===== src/rtl/con_pkg.sv =====
// con_pkg: condition codes and FSM state encoding for the branch-condition unit
package con_pkg;
  localparam logic [2:0] COND_EQ    = 3'd0;
  localparam logic [2:0] COND_NE    = 3'd1;
  localparam logic [2:0] COND_GE    = 3'd2;
  localparam logic [2:0] COND_LT    = 3'd3;
  localparam logic [2:0] COND_GT    = 3'd4;
  localparam logic [2:0] COND_LE    = 3'd5;
  localparam logic [2:0] COND_ALWAYS = 3'd6;
  localparam logic [2:0] COND_NEVER = 3'd7;
  typedef enum logic {ST_IDLE = 1'b0, ST_HELD = 1'b1} state_t;
endpackage


===== src/rtl/con_eval.sv =====
// con_eval: combinational decode of a condition code against a two's complement operand
module con_eval #(
  parameter int DATA_W = 32,
  parameter int COND_W = 3
) (
  input  logic [DATA_W-1:0] data,
  input  logic [COND_W-1:0] cond,
  output logic              taken
);
  import con_pkg::*;
  logic z, n;
  logic [2:0] code;
  logic [7:0] tbl;
  always_comb begin
    z = data == '0;
    n = data[DATA_W-1];
    code = 3'(cond);
    tbl = '0;
    tbl[COND_EQ]     = z;
    tbl[COND_NE]     = !z;
    tbl[COND_GE]     = !n;
    tbl[COND_LT]     = n;
    tbl[COND_GT]     = !n && !z;
    tbl[COND_LE]     = n || z;
    tbl[COND_ALWAYS] = 1'b1;
    tbl[COND_NEVER]  = 1'b0;
    taken = tbl[code];
  end
endmodule


===== src/rtl/con_ff_unit.sv =====
// con_ff_unit: registered branch decision with valid/ack handshake and saturating statistics
module con_ff_unit #(
  parameter int DATA_W   = 32,
  parameter int IR_W     = 32,
  parameter int COND_LSB = 0,
  parameter int COND_W   = 3,
  parameter int CNT_W    = 16
) (
  input  logic              clk,
  input  logic              clr,
  input  logic [IR_W-1:0]   IR,
  input  logic [DATA_W-1:0] Bus_data,
  input  logic              CON_en,
  input  logic              con_ack,
  input  logic              flush,
  input  logic              cnt_clr,
  output logic              con_out,
  output logic              con_valid,
  output logic [CNT_W-1:0]  eval_cnt,
  output logic [CNT_W-1:0]  taken_cnt
);
  import con_pkg::*;
  localparam logic [CNT_W-1:0] CNT_MAX = '1;
  state_t state_q, state_d;
  logic con_out_q, con_out_d;
  logic [CNT_W-1:0] eval_q, eval_d, taken_q, taken_d;
  logic dec, cap;
  logic ir_unused;
  assign ir_unused = ^IR;
  con_eval #(.DATA_W(DATA_W), .COND_W(COND_W)) u_eval (
    .data (Bus_data),
    .cond (IR[COND_LSB +: COND_W]),
    .taken(dec)
  );
  // flush wins over capture and ack; a flushed capture is not counted
  always_comb begin
    cap = CON_en && !flush;
    state_d = flush ? ST_IDLE : CON_en ? ST_HELD : (state_q == ST_HELD && con_ack) ? ST_IDLE : state_q;
    con_out_d = flush ? 1'b0 : CON_en ? dec : con_ack ? 1'b0 : con_out_q;
    eval_d = cnt_clr ? '0 : (cap && eval_q != CNT_MAX) ? eval_q + 1'b1 : eval_q;
    taken_d = cnt_clr ? '0 : (cap && dec && taken_q != CNT_MAX) ? taken_q + 1'b1 : taken_q;
  end
  always_ff @(posedge clk or posedge clr) begin
    if (clr) begin
      state_q   <= ST_IDLE;
      con_out_q <= 1'b0;
      eval_q    <= '0;
      taken_q   <= '0;
    end else begin
      state_q   <= state_d;
      con_out_q <= con_out_d;
      eval_q    <= eval_d;
      taken_q   <= taken_d;
    end
  end
  assign con_out   = con_out_q;
  assign con_valid = state_q == ST_HELD;
  assign eval_cnt  = eval_q;
  assign taken_cnt = taken_q;
endmodule

===== config.mk =====
export PLATFORM = sky130hd
export DESIGN_NAME = con_ff_unit
export DESIGN_NICKNAME = d
export VERILOG_FILES = /design/src/rtl/con_pkg.sv /design/src/rtl/con_eval.sv /design/src/rtl/con_ff_unit.sv
export SDC_FILE = /design/constraint.sdc
export NUM_CORES = 1
export LEC_CHECK = 0
export CORE_MARGIN = 8
export CORE_UTILIZATION = 34
export DETAILED_ROUTE_END_ITERATION = 8
export HOLD_SLACK_MARGIN = 0.06
export PLACE_DENSITY_LB_ADDON = 0.08
export SYNTH_ARGS = -nofsm -noshare
export SYNTH_HDL_FRONTEND = slang
export SYNTH_SLANG_ARGS = --single-unit

===== constraint.sdc =====
create_clock -name clk -period 2.3 [get_ports clk]
set_input_delay 0.69 -clock clk [delete_from_list [all_inputs] [get_ports clk]]
set_output_delay 0.69 -clock clk [all_outputs]
set_load 0.02 [all_outputs]

==> out/qor.yml <==
cts_sinks: 34
min_period_ns: 2.41
holdBufCountCts: 0
ff_latch_area_um2: 851
grt_pass1_wl_um: 11100
syn2layout_area_growth_pct: 54.8
detail_route.first_pass.iterations: 5
required_ns: 2.48
cp-end-kind: "flip-flop"
synth_xor_area_frac: 0.0529
start_util: 0.347
finalSetupTns_ns: -1.11
start_kind: "input pin"
hold_slack_ns: 0.534
cts_tree: "built"
p_comb_frac: 0.155
fp.dieH_um: 98.6
min_period_over_period: 1.05
syn_avg_cell_area_um2: 9.16
yosys.area_share.adder: 0.0108
antenna_found_initial: 0
multiInputGateArea_um2: 1540
core_um2: 6680
final_util: 0.537
synth_compound_area_frac: 0.0405
vias_per_cell: 5.15
detail_route.wl_per_cell_um: 15.7
p_switching_uw: 370
irDropWorstVdd_mv: 0.276
placed_cells: 416
yosys_warnings: 0
wl_um: 6710
htree_levels: 2
placed_cell_area_um2: 3320
powerDensity_nw_per_um2: 436
cp_max_fo: 8
netlist_instances: 253
synth_top_family_by_area: "simple AND/OR/NAND/NOR gates"
rows: 30
synthesis.nets: 325
setup_viol: 17
dieArea_um2: 9710
worst-setup-path-type: "input pin to flip-flop"
vias: 2203
synth-edff-count: 0
async_reset_ff_frac: 1.00
clock_path_buffers: 2
drt_iter0_drc: 79
grt_max_degree: 48
synthMuxAreaShare: 0.148
worst_slack_ns: -0.106
insertion_delay_ns: 0.30
fin_cells: 428
grt_overflow: 0
grt_pass1_vias: 2285
violations: "setup timing"
p_int_uw: 1190
synthSimpleGateAreaFrac: 0.339
n_antenna_cell: 0
place.gp.congestion: 0.757
mappedNetlistArea_um2: 2320
outcome: "finished, violations left"
clk_pin_slew_ns: 0.08
ios: 104
drive_gt1_frac: 0.259
rsz0062_at_grt: "true"
worstMarginPinSlew_ns: 0.468
fin_worst_skew_ns: 0.00900
drcViolationCount: 0
grt_use_total: 0.141
postRouteAntennaNets: 0
dp_hpwl_um: 4620
cts_root_buf: "clkbuf_8"
worstHoldPathType: "flip-flop to flip-flop"
arrival_ns: 2.59
p_clk_frac: 0.456
yosysUniqueCellTypes: 37
synth_ff_type: "dfrtp_1"
ys_seq_area_frac: 0.367
drv_cap: 0
nets: 419
finalHoldViolCount: 0
grt.met3_usage: 0.0381
sw_frac_of_total: 0.236
seq_power_share: 0.389
numPortBuffers: 74
use_met1: 0.157
design_area_um2: 3590
max_freq_mhz: 416
met2_usage: 0.254
grt.busiest_layer: "met2"
fp.dieW_um: 98.6
cts_buffers: 5
p_leak_uw: 0.00153
nFillCells: 636
maxSlewViolCount: 0
synth_seq_cells: 34
maxSlewHeadroom: 0.688
[Yosys cell counts (8+ instances only)]
cell	instances	area, µm²
nand4_1	11	68.8
nand2_1	11	41.3
mux2_1	9	101
and3_1	10	62.6
nand3_1	21	105
nor2b_1	15	93.8
mux2i_1	17	170
nor2_1	34	128
dfrtp_1	34	851
clkbuf_1	10	37.5
nand3b_1	8	60.1
xor2_1	12	105
[power by group through the flow]
stage / clock network, µW / logic (µW) / registers [µW]
after CTS: 728 / 236 / 609
after floorplan: 0 / 91.1 / 628
after global routing: 752 / 262 / 610
final: 713 / 242 / 609
after detailed placement: 0 / 223 / 621
after global placement: 0 / 221 / 621
[cells by family after synthesis]
kind of cell             Yosys count
AO/OA/AOI/OAI                     13
XOR/XNOR                          14
adder cells (fa/ha/maj)            2
buffers and inverters             19
flip-flops                        34
multiplexers                      32
AND/OR/NAND/NOR                  139
[final timing paths]
path | from | to | slack [ns] | cells past startpoint
setup / recovery | Bus_data[13] | taken_cnt[15]$_DFFE_PP0P_ | -0.11 | 8
setup reg to reg | taken_cnt[0]$_DFFE_PP0P_ | taken_cnt[15]$_DFFE_PP0P_ | 0.07 | 8
hold / removal | con_valid$_DFFE_PP0P_ | con_valid$_DFFE_PP0P_ | 0.53 | 2
max in group asynchronous | clr | eval_cnt[10]$_DFFE_PP0P_ | 1.17 | 3
hold reg to reg | con_valid$_DFFE_PP0P_ | con_valid$_DFFE_PP0P_ | 0.53 | 2
min in group asynchronous | clr | taken_cnt[13]$_DFFE_PP0P_ | 0.79 | 3
[worst max-delay path, cell delays in order]
cell	delay, ns
clkbuf_2	0.08
nor4_2	0.27
nand4_1	0.18
or4_1	0.49
and3_4	0.20
buf_12	0.16
mux2i_2	0.21
mux2_4	0.32
[state kept, by name, summed over array words and instances (netlist names)]
signal and count:
con_valid 1, taken_cnt 16, eval_cnt 16, con_out 1
[timing repair]
action | 4_1_cts | 5_1_grt
buffers inserted | 2 | 1
setup endpoints to repair | 17 | 17
pin swaps | 12 | 9
cloned | 1 | 0
resized for setup | 110 | 27
[layout by cell type (no fill, tap or decap), drive strengths merged, types with 2 or more instances in the layout]
master	n
and3	10
ha	2
nand3	21
mux2i	17
o21ai	3
and2	3
and4	6
clkdlybuf4s15	8
xor2	12
nand2b	4
xnor2	2
a21oi	3
buf	45
nand2	11
clkdlybuf4s50	42
bufinv	2
dfrtp	34
clkbuf	13
mux2	15
nand4	11
nand4b	4
nand3b	8
nor4	8
or3	2
inv	4
nor2b	15
a31oi	3
nor2	34
[metrics by stage]
stage / power (µW) / setup slack (ns)
floorplan: 719 / -0.237
global placement: 841 / -0.772
detailed placement: 844 / -0.774
global route: 1620 / -0.181
CTS: 1570 / -0.0966
finish: 1560 / -0.106
[per-layer routing]
metal,routed length [µm],vias to the layer above,share of wire
met1,2860,1063,0.43
met2,3530,36,0.53
met3,236,6,0.035
met5,0,-,0
met4,89,0,0.013
li1,-,1098,-
[final cells by class]
class	instances	share of cell area
multi-input cells	200	0.430
repair buffers	102	0.261
flip-flops and latches	34	0.237
well taps	80	0.0279
clock buffers	6	0.0230
clock inverters	2	0.0167
inverters	4	0.00419
Power figures use the tool's default switching activity.
